===== src/rtl/mem_port_arbiter.sv =====
// mem_port_arbiter: round-robin IF/LS sharing of one memory port with lane alignment and load extension
module mem_port_arbiter #(
    parameter int AW = 32
) (
    input  logic          clk,
    input  logic          rst_n,
    input  logic          if_req,
    input  logic [31:0]   if_addr,
    output logic [31:0]   if_rdata,
    output logic          if_valid,
    input  logic          ls_req,
    input  logic          ls_we,
    input  logic [2:0]    ls_memi,
    input  logic [31:0]   ls_addr,
    input  logic [31:0]   ls_wdata,
    output logic [31:0]   ls_rdata,
    output logic          ls_valid,
    output logic          ls_err,
    output logic          mem_req,
    output logic          mem_we,
    output logic [AW-1:0] mem_addr,
    output logic [3:0]    mem_be,
    output logic [31:0]   mem_wdata,
    input  logic          mem_gnt,
    input  logic          mem_rvalid,
    input  logic [31:0]   mem_rdata,
    output logic          stall
);
    typedef enum logic [1:0] {IDLE, REQ, RESP, DONE} state_t;
    state_t state, state_nx;
    logic last, owner, pick_ls, grant, illegal, misal, fault, resp;
    logic [2:0] memi;
    logic [1:0] off;
    logic [3:0] st_be;
    logic [7:0] ld_byte;
    logic [15:0] ld_half;
    logic [31:0] sel_addr, st_data, ld_data;
    // last = 1 means LS was served most recently, so IF wins the next tie
    always_comb begin
        pick_ls = ls_req & (~if_req | ~last);
        grant = if_req | ls_req;
        sel_addr = pick_ls ? ls_addr : if_addr;
        illegal = ls_memi[1:0] == 2'b11 || ls_memi == 3'b110;
        misal = (ls_memi[1:0] == 2'b01 && ls_addr[0]) || (ls_memi[1:0] == 2'b10 && ls_addr[1:0] != 2'b00);
        fault = pick_ls & (illegal | misal);
        st_be = ls_memi[1:0] == 2'b00 ? 4'b0001 << sel_addr[1:0] :
                ls_memi[1:0] == 2'b01 ? 4'b0011 << sel_addr[1:0] : 4'b1111;
        st_data = ls_memi[1:0] == 2'b00 ? {24'b0, ls_wdata[7:0]} << {sel_addr[1:0], 3'b000} :
                  ls_memi[1:0] == 2'b01 ? {16'b0, ls_wdata[15:0]} << {sel_addr[1:0], 3'b000} : ls_wdata;
        resp = (state == REQ && mem_gnt && mem_rvalid) || (state == RESP && mem_rvalid);
        ld_byte = 8'(mem_rdata >> {off, 3'b000});
        ld_half = off[1] ? mem_rdata[31:16] : mem_rdata[15:0];
        ld_data = memi[1:0] == 2'b00 ? {{24{~memi[2] & ld_byte[7]}}, ld_byte} :
                  memi[1:0] == 2'b01 ? {{16{~memi[2] & ld_half[15]}}, ld_half} : mem_rdata;
    end
    always_comb begin
        state_nx = state;
        case (state)
            IDLE: state_nx = grant ? (fault ? DONE : REQ) : IDLE;
            REQ:  state_nx = mem_gnt ? (mem_rvalid ? DONE : RESP) : REQ;
            RESP: state_nx = mem_rvalid ? DONE : RESP;
            default: state_nx = IDLE;
        endcase
    end
    always_ff @(posedge clk) begin
        if (!rst_n) state <= IDLE;
        else state <= state_nx;
    end
    always_ff @(posedge clk) begin
        if (!rst_n) begin
            last <= 1'b0;
            owner <= 1'b0;
            memi <= 3'b000;
            off <= 2'b00;
            mem_we <= 1'b0;
            mem_addr <= '0;
            mem_be <= 4'b0000;
            mem_wdata <= 32'b0;
            if_valid <= 1'b0;
            ls_valid <= 1'b0;
            ls_err <= 1'b0;
            if_rdata <= 32'b0;
            ls_rdata <= 32'b0;
        end else begin
            if_valid <= 1'b0;
            ls_valid <= 1'b0;
            ls_err <= 1'b0;
            if (state == IDLE && grant) begin
                owner <= pick_ls;
                memi <= ls_memi;
                off <= sel_addr[1:0];
                mem_we <= pick_ls & ls_we;
                mem_addr <= AW'({sel_addr[31:2], 2'b00});
                mem_be <= pick_ls & ls_we ? st_be : 4'b1111;
                mem_wdata <= pick_ls & ls_we ? st_data : 32'b0;
                if (fault) begin
                    ls_valid <= 1'b1;
                    ls_err <= 1'b1;
                    ls_rdata <= 32'b0;
                end
            end
            if (resp && owner) begin
                ls_valid <= 1'b1;
                if (!mem_we) ls_rdata <= ld_data;
            end
            if (resp && !owner) begin
                if_valid <= 1'b1;
                if_rdata <= mem_rdata;
            end
            if (state == DONE) last <= owner;
        end
    end
    assign mem_req = state == REQ;
    assign stall = (if_req | ls_req) & ~(if_valid | ls_valid);
endmodule


===== config.mk =====
export PLATFORM = sky130hd
export DESIGN_NAME = mem_port_arbiter
export DESIGN_NICKNAME = d
export VERILOG_FILES = /design/src/rtl/mem_port_arbiter.sv
export SDC_FILE = /design/constraint.sdc
export NUM_CORES = 1
export LEC_CHECK = 0
export ABC_AREA = 1
export CAP_MARGIN = 20
export CORE_MARGIN = 2
export CORE_UTILIZATION = 48
export CTS_CLUSTER_SIZE = 40
export DETAILED_ROUTE_END_ITERATION = 6
export GPL_TIMING_DRIVEN = 0
export PLACE_DENSITY = 0.87
export SLEW_MARGIN = 5
export SYNTH_ARGS = -nofsm -noshare
export SYNTH_HDL_FRONTEND = slang
export SYNTH_SLANG_ARGS = --single-unit
export TNS_END_PERCENT = 20

===== constraint.sdc =====
create_clock -name clk -period 2.69 [get_ports clk]
set_clock_uncertainty 0.05 [all_clocks]
set_input_delay 0.6725 -clock clk [delete_from_list [all_inputs] [get_ports clk]]
set_output_delay 0.6725 -clock clk [all_outputs]
set_load 0.01 [all_outputs]

Yosys cells after proc, flatten, opt, wreduce, memory -nomap -nowiden. Cells that the tools add are included.

Register bits: 143. Input port bits: 138. Output and inout port bits: 138. Logic and storage cells: 80.

Equality and inequality tests: 8. Shifts and indexed selects: 5. Muxes and demuxes: 23. Bitwise logic cells: 14. Reduce and logical (&&, ||, !) cells: 16.

Operators by type and width (count): $mux W32 (10); $shl A16 B5 Y32 (1); $shl A8 B5 Y32 (1); $shr A32 B5 Y8 (1); $mux W16 (1); $mux W4 (3); $eq A2 B2 Y1 const B (4); $logic_and A1 B1 Y1 (8); $and A1 B1 Y1 (6); $eq A2 B1 Y1 const B (3); $logic_not A2 Y1 (3); $mux W2 (3); $pmux W2 S3 (1); $mux W1 (5); $not A1 Y1 (4); $or A1 B1 Y1 (4); $shl A1 B2 Y4 const A (1); $shl A2 B2 Y4 const A (1); $eq A3 B3 Y1 const B (1); $logic_or A1 B1 Y1 (3); $reduce_bool A2 Y1 (1); $logic_not A1 Y1 (1).

Depth between registers and ports, before layout. Gate-level depths: netlist of the first run.

Depth in word-level cells: 9. Mapped depth: 11. Depth with buffers taken out: 10.

Worst setup path after synthesis of the first run. No wires, ideal clock.

Path kind: input to register. From: input port ls_memi[1]. To: register mem_wdata[11]. Library setup time: 135 ps. Data arrival time: 1647 ps. Required time: 2505 ps. Path slack: 858 ps. Stages: 8. Path buffers: 2. Cell sequence: buf_2 nor2_1 inv_1 clkbuf_1 o21ai_0 nand2_1 nand2_1 a21oi_2.

Cells in the longest elaborated chain, start to end: 4. Elaborated cells between the ends (all ways): 5. Those cells by class: 1 x eq/ne; 3 x mux; 1 x reduce/logical.

Ends and longest elaborated chain: from (decl) (line 13) `input logic [2:0] ls_memi,`; $eq A2 B1 Y1 (line 49) `ls_memi[1:0] == 2'b01 ? {16'b0, ls_wdata[15:0]} << {sel_addr[1:0], 3'b000} : ls_wdata;`; $mux W32 (line 49); $mux W32 (*) (line 48) `st_data = ls_memi[1:0] == 2'b00 ? {24'b0, ls_wdata[7:0]} << {sel_addr[1:0], 3'b000} :`; $mux W32 (*) (line 95) `mem_wdata <= pick_ls & ls_we ? st_data : 32'b0;`; to (signal assigned) (line 95); to (decl) (line 23) `output logic [31:0] mem_wdata,`.

Every way passes the cells marked *; elsewhere a longest branch is shown, timed or not. A chain may end at the register's enable or synchronous reset.

Final worst setup path of the first run.
From: input port mem_gnt. To: register if_rdata[23].

Cells in the longest elaborated chain, start to end: 4.

Ends and longest elaborated chain: from (decl) (line 24) `input logic mem_gnt,`; $logic_and A1 B1 Y1 (2 in series) (line 50) `resp = (state == REQ && mem_gnt && mem_rvalid) || (state == RESP && mem_rvalid);`; $logic_or A1 B1 Y1 (line 50); $logic_and A1 B1 Y1 (line 106) `if (resp && !owner) begin`; to (signal assigned) (line 108) `if_rdata <= mem_rdata;`; to (decl) (line 9) `output logic [31:0] if_rdata,`.

No other way between the ends.

==> flow_summary.json, run 1 <==
{
  "n_fill_cell": 1188,
  "critPathMostFrequentCell": "nor2_1",
  "power.density_cell_area_nw_per_um2": 624,
  "detailedPlacementHpwl_um": 21100,
  "critical_path.top_delay_family": "buffers and inverters",
  "number_of_antenna_violations_at_the_first_check_in_global_routing": 0,
  "timing.critical_path.slowest_cell_delay_ns": 0.50,
  "worst_setup_hold_path_clk_slew_ns": 0.06,
  "synth.top_cells.by_area": "dfxtp_1, nand2_1, o21ai_0",
  "grt_setup_unrepaired": "no",
  "grt_first_pass_wirelength_um": 43000,
  "drt-wirelength-per-cell_um": 17.6,
  "synth_most_common_cell": "nand2_1",
  "post_synth_design_cell_area_um2": 7150,
  "stdcell_area_um2": 10700,
  "antenna_left": 0,
  "tightest_slew_ns": 0.689,
  "setup.worst_path.start_class": "primary input",
  "holdCritPathClass": "reg2reg",
  "post_cts_hold_buffer_count": 0,
  "critical_path.cell_chain": "clkdlybuf4s50_1, nand3_1, nand2_1, nand2_1, nor2_1, clkinv_1, clkbuf_1, nor2_1, nor2_1",
  "overall_track_demand_over_capacity_in_global_routing_pct": 34.3,
  "detailedPlace.worstSlack_ns": -0.185,
  "postSynthRegisterBits": 143,
  "hold_viol_final": 0,
  "maximum_fanout_count_along_the_critical_path": 10,
  "max_freq_ghz": 0.390,
  "place.port_buffers": 273,
  "cts_made_buffers": 17,
  "remaining_drc_errors": 0,
  "layout-drive-gt1-share_pct": 6.60,
  "synth_cells": 1089,
  "synth_flop_cell": "dfxtp_1",
  "insertion_delay_ns": 0.42,
  "category_of_the_critical_setup_timing_path": "in2reg",
  "hold_ws_ns": 0.414,
  "cts_buffer_depth": 2,
  "std_cell_rows": 44,
  "route.detailed.vias_per_inst": 5.50,
  "first_iter_violations": 809,
  "share_seq_of_total_power_pct": 36.1,
  "globalplace.congestion": 1.02,
  "drt-pass1-iter-count": 6,
  "grt_max_degree": 17,
  "fin_nets": 1520,
  "synth_top_area_share_pct": 40.1,
  "cp_num_buf_inv": 3,
  "postLayoutCoreUtil_pct": 73.9,
  "r2r_setup_slack_ns": 0.45,
  "run_status": "completed",
  "dieArea_um2": 15900,
  "first_global_vias": 8179,
  "final.period_utilization_pct": 95.3,
  "power.switching_fraction_pct": 30.2,
  "synthesis.area_per_instance_um2": 6.56,
  "critical_path_arrival_ns": 2.83,
  "p_sw_w": 0.00202,
  "clock_network_fraction_of_total_power_pct": 37.4,
  "area_growth_syn_to_layout_pct": 50.2,
  "drt-total-wl_um": 27800,
  "synth_largest_area_cell": "dfxtp_1",
  "drv_cap": 0,
  "multi_input_comb_area_um2": 3680,
  "cts.root.buffer_cell": "clkbuf_16",
  "setup_viol": 0,
  "synth_edf_count": 0,
  "synth-async-reset-ratio_pct": 0,
  "tritoncts_sink_count": 143,
  "worst_path_required_time_ns": 2.95,
  "regArea_um2": 2860,
  "crit_slowest_cell": "clkdlybuf4s50_1",
  "die_span_in_x_um": 126,
  "synth.distinct_cells": 31,
  "max-slew-margin-rel_pct": 54.1,
  "critPathCaptureType": "flop",
  "floorplan.io_pins": 276,
  "timing.final.max_slew_violations": 0,
  "ctsHtreeMaxLevel": 4,
  "grt_overflow_total": 0,
  "postPlaceCellArea_um2": 10100,
  "cts_tree": "done",
  "num_antenna_cells": 0,
  "ir_drop_mv": 0.484,
  "power_report.internal_total_w": 0.00468,
  "final_critical_path_setup_slack_ns": 0.127,
  "cellLeakagePower_nw": 4.48,
  "synth_seq_area_share_pct": 40.1,
  "ys_top_cells_by_count": "nand2_1, dfxtp_1, nor2_1",
  "dr_total_vias": 8672,
  "die_h_um": 126,
  "synth_warnings": 0,
  "initial_utilization_pct": 49.2,
  "design.core.area_um2": 14500,
  "fin_tns_setup_ns": 0,
  "share_comb_of_total_power_pct": 26.5,
  "post-route-min-period_ns": 2.56
}
==> metrics by stage <==
| stage | power, W | instances |
|---|---|---|
| 3_5_place_dp | 0.00419 | 1547 |
| 5_1_grt | 0.00695 | 1577 |
| 4_1_cts | 0.00667 | 1577 |
| 3_3_place_gp | 0.00416 | 1547 |
| 6_report | 0.00670 | 1577 |
| 2_1_floorplan | 0.00332 | 1090 |
==> cells in the final DEF, fill, tap and decap left out, types with 4 or more instances in the layout <==
cell / synthesis / final
nand4_1: 17 / 17
inv_1: 54 / 54
nor2_2: 4 / 4
o21ai_0: 115 / 115
buf_4: 5 / 5
a21oi_1: 88 / 88
nand3_1: 89 / 89
nand2_1: 302 / 302
clkbuf_1: 43 / 45
buf_6: 5 / 5
nand2_2: 4 / 4
dfxtp_1: 143 / 143
clkdlybuf4s50_1: 0 / 271
bufinv_16: 0 / 4
clkbuf_16: 0 / 17
nor2_1: 133 / 133
a21oi_2: 11 / 11
buf_2: 25 / 25
a31oi_1: 31 / 31
==> sequential cells by signal, summed over array words and instances, names as in the netlist, 2 cells and up <==
signal and flops:
if_rdata 32, ls_rdata 32, mem_addr 30, mem_be 4, mem_wdata 32, memi 3
off 2, state 2
==> power by group through the flow <==
stage / combinational (W) / sequential (W) / clock (W)
global route: 0.00193 / 0.00243 / 0.00259
floorplan: 0.000806 / 0.00251 / 0
CTS: 0.00175 / 0.00242 / 0.00251
finish: 0.00177 / 0.00242 / 0.00250
global placement: 0.00171 / 0.00245 / 0
detailed placement: 0.00173 / 0.00246 / 0
==> cell type report <==
type / count / share of cell area (%)
multi-input cells: 809 / 34.3
flip-flops and latches: 143 / 26.7
repair buffers: 273 / 25.5
clock buffers: 21 / 4.29
plain buffers: 80 / 3.61
well taps: 184 / 2.14
inverters: 58 / 2.04
clock inverters: 9 / 1.48
==> routing by layer <==
layer  wire [um]  GRT usage, %
met5           0             0
met4        1160          16.1
met3        2720          7.99
met2       12600          54.7
met1       11300          44.1
==> final timing paths <==
path                                                  from                         end  cells after the start
worst max-delay path                               mem_gnt   if_rdata[23]$_SDFFE_PN0P_                      9
worst min-delay path            mem_wdata[26]$_SDFFE_PN0N_  mem_wdata[26]$_SDFFE_PN0N_                      2
worst max register to register         state[1]$_SDFF_PN0_   if_rdata[23]$_SDFFE_PN0P_                      9
worst min register to register  mem_wdata[26]$_SDFFE_PN0N_  mem_wdata[26]$_SDFFE_PN0N_                      2
==> logic make-up after synthesis <==
group           count (synthesis)  synth area share [%]
buf+inv                       138                  8.49
flops                         143                  40.1
compound gates                250                  18.8
simple gates                  557                  32.6
other cells                     1                0.0525
==> what timing repair did <==
| item | 4_1_cts | 5_1_grt |
|---|---|---|
| hold endpoints to repair | 0 | 0 |
| pin swaps | 0 | 0 |
| setup endpoints to repair | 1 | 1 |
| gates resized for setup | 1 | 1 |
| buffers inserted | 0 | 0 |
==> worst reg2reg max path, delay by kind of cell, from the launching register on <==
family	cells	cell delay, ns
DFF	1	0.34
and+or+nand+nor	6	0.94
buffers and inverters	3	0.82
Note: power is estimated with default switching activity, not from simulation.
==> run 2, diff against run 1 <==
--- a/config.mk
+++ b/config.mk
@@ -8,11 +8,11 @@
 export ABC_AREA = 1
 export CAP_MARGIN = 20
 export CORE_MARGIN = 2
-export CORE_UTILIZATION = 48
+export CORE_UTILIZATION = 44
 export CTS_CLUSTER_SIZE = 40
 export DETAILED_ROUTE_END_ITERATION = 6
 export GPL_TIMING_DRIVEN = 0
-export PLACE_DENSITY = 0.87
+export PLACE_DENSITY = 0.8
 export SLEW_MARGIN = 5
 export SYNTH_ARGS = -nofsm -noshare
 export SYNTH_HDL_FRONTEND = slang
==> constraint.sdc (replaced) <==
create_clock -name clk -period 2.4 [get_ports clk]
set_clock_uncertainty 0.05 [all_clocks]
set_input_delay 0.6 -clock clk [delete_from_list [all_inputs] [get_ports clk]]
set_output_delay 0.6 -clock clk [all_outputs]
set_load 0.01 [all_outputs]
==> run 2 against run 1 <==
  * Register-to-register slack lost 0.02 ns
  * Critical endpoint is now mem_wdata[28]$_SDFFE_PN0N_
  * Sequential share of layout area is essentially flat
  * Routed wire length grew 0.20%
  * Sequential power grew 12%
  * Utilization shrank 6.3 points
==> flow_summary.json, run 2 (synthesis gave the netlist of run 1 again) <==
{
  "run_status": "completed",
  "ctsHtreeMaxLevel": 4,
  "maximum_fanout_count_along_the_critical_path": 10,
  "worst_setup_hold_path_clk_slew_ns": 0.06,
  "grt_first_pass_wirelength_um": 43500,
  "max-slew-margin-rel_pct": 52.5,
  "tightest_slew_ns": 0.712,
  "mostFrequentLayoutCell": "nand2_1",
  "cts.repair.resized": 2,
  "drt-total-wl_um": 27800,
  "layout_top_registers": "if_rdata: 32 flops, ls_rdata: 32 flops, mem_wdata: 32 flops",
  "timing.reg2reg.worst_path_depth": 9,
  "cts_tree": "done",
  "die_h_um": 131,
  "cts.root.buffer_cell": "clkbuf_16",
  "number_of_antenna_violations_at_the_first_check_in_global_routing": 0,
  "first_global_vias": 7949,
  "num_antenna_cells": 0,
  "remaining_drc_errors": 0,
  "detailedPlacementHpwl_um": 21800,
  "post_cts_hold_buffer_count": 0,
  "dpl.cell_count": 1579,
  "design.core.area_um2": 15900,
  "overall_track_demand_over_capacity_in_global_routing_pct": 31.8,
  "cts.repair_timing.setup_buffer_count": 0,
  "hold_ws_ns": 0.416,
  "worst_path_required_time_ns": 2.70,
  "critical_path.top_delay_family": "simple AND/OR/NAND/NOR gates",
  "grt_overflow_total": 0,
  "critical_path_arrival_ns": 2.58,
  "n_fill_cell": 1469,
  "layout-drive-gt1-share_pct": 6.81,
  "layout.cells.most_common_list": "nand2_1, clkdlybuf4s50_1, dfxtp_1",
  "drt-wirelength-per-cell_um": 17.3,
  "holdPathEnd": "mem_wdata[29]$_SDFFE_PN0N_",
  "crit-reg2reg-launch": "state[1]$_SDFF_PN0_",
  "regToRegEndpoint": "if_rdata[25]$_SDFFE_PN0P_",
  "post-route-min-period_ns": 2.28,
  "power.density_cell_area_nw_per_um2": 682,
  "grt_setup_unrepaired": "no",
  "timing.final.max_slew_violations": 0,
  "area_growth_syn_to_layout_pct": 50.2,
  "final_critical_path_setup_slack_ns": 0.117,
  "cp_num_buf_inv": 2,
  "holdCritPathClass": "reg2reg",
  "drv_cap": 0,
  "cellLeakagePower_nw": 4.45,
  "hold_viol_final": 0,
  "hold_depth": 2,
  "setup.worst_path.start_class": "primary input",
  "cts_buffer_depth": 2,
  "r2r_setup_slack_ns": 0.43,
  "fin_nets": 1520,
  "ir_drop_mv": 0.574,
  "drt-pass1-iter-count": 5,
  "first_iter_violations": 735,
  "multi_input_comb_area_um2": 3680,
  "floorplan.io_pins": 276,
  "globalplace.congestion": 1.02,
  "crit_slowest_cell": "clkdlybuf4s50_1",
  "setup_viol": 0,
  "regArea_um2": 2860,
  "initial_utilization_pct": 45.0,
  "layout.cells.non_filler": 1611,
  "die_span_in_x_um": 131,
  "place.port_buffers": 273,
  "category_of_the_critical_setup_timing_path": "in2reg",
  "antenna_left": 0,
  "grt_max_degree": 17,
  "route.detailed.vias_per_inst": 5.24,
  "postPlaceCellArea_um2": 10200,
  "detailedPlace.worstSlack_ns": -0.385,
  "insertion_delay_ns": 0.42,
  "max_freq_ghz": 0.438,
  "timing.hold.worst.start": "mem_wdata[29]$_SDFFE_PN0N_",
  "dr_total_vias": 8434,
  "dieArea_um2": 17300,
  "stdcell_area_um2": 10700,
  "final.period_utilization_pct": 95.1,
  "tritoncts_sink_count": 143,
  "timing.critical_path.slowest_cell_delay_ns": 0.52,
  "cts_made_buffers": 17,
  "critical_path.cell_chain": "clkdlybuf4s50_1, nand2_2, nand2_4, nand2_1, nand2_2, buf_2, nand3_1, nand2_1, nand3_1, a21oi_1",
  "std_cell_rows": 46,
  "critPathCaptureType": "flop"
}
==> run 2: cell types whose count changed in the layout (fill, tap and decap cells not counted), sizes merged <==
cell,delta
clkinv,+4
clkbuf,-1
dlymetal6s2s,-1
dlygate4sd2,+1
clkinvlp,+1
bufinv,-2
==> run 2: where the power goes <==
| group | switching (W) | internal (W) |
|---|---|---|
| clock network | 0.00107 | 0.00156 |
| registers | 0.000119 | 0.00258 |
| logic | 0.00111 | 0.000870 |
| total | 0.00230 | 0.00502 |
==> run 2: cell type report <==
type,count,area share (%)
multi-input cells,809,34.3
flip-flops and latches,143,26.7
repair buffers,273,25.4
clock buffers,20,4.16
plain buffers,80,3.61
well taps,216,2.52
inverters,58,2.04
clock inverters,12,1.28
==> run 2: per-layer routing <==
layer / vias to the layer above / wire (um) / part of all wire [%] / GRT usage (%)
met5: - / 0 / 0 / 0
met4: 0 / 728 / 2.6 / 10.7
met3: 58 / 2550 / 9.2 / 7.45
met2: 434 / 12800 / 46 / 51.3
met1: 3774 / 11800 / 42 / 41.9
li1: 4168 / - / - / -
==> run 2: per-stage QoR <==
stage | utilization, % | power [W] | setup TNS, ns
final | 67.6 | 0.00732 | 0
after global routing | 67.6 | 0.00765 | 0
after floorplan | - | 0.00372 | 0
after detailed placement | 63.9 | 0.00471 | -24.95
after global placement | 63.9 | 0.00469 | -21.76
after CTS | 67.6 | 0.00731 | 0
==> run 2: tightest hold or removal path, cell delays in order, from the launching register on <==
cell and delay, ns:
dfxtp_1 0.31, nand2_1 0.06, a21oi_1 0.05
==> run 2: how the worst max path moves through the flow <==
stage / slack (ns) / from / to / cells after the start
final: 0.12 / if_req / mem_wdata[28]$_SDFFE_PN0N_ / 10
after floorplan: 0.64 / ls_memi[1] / mem_wdata[11]$_SDFFE_PN0N_ / 8
after CTS: 0.04 / mem_gnt / if_rdata[25]$_SDFFE_PN0P_ / 9
after detailed placement: -0.39 / mem_gnt / if_rdata[16]$_SDFFE_PN0P_ / 9
after global placement: -0.41 / mem_gnt / if_rdata[24]$_SDFFE_PN0P_ / 9
after global routing: 0.03 / rst_n / if_rdata[21]$_SDFFE_PN0P_ / 5
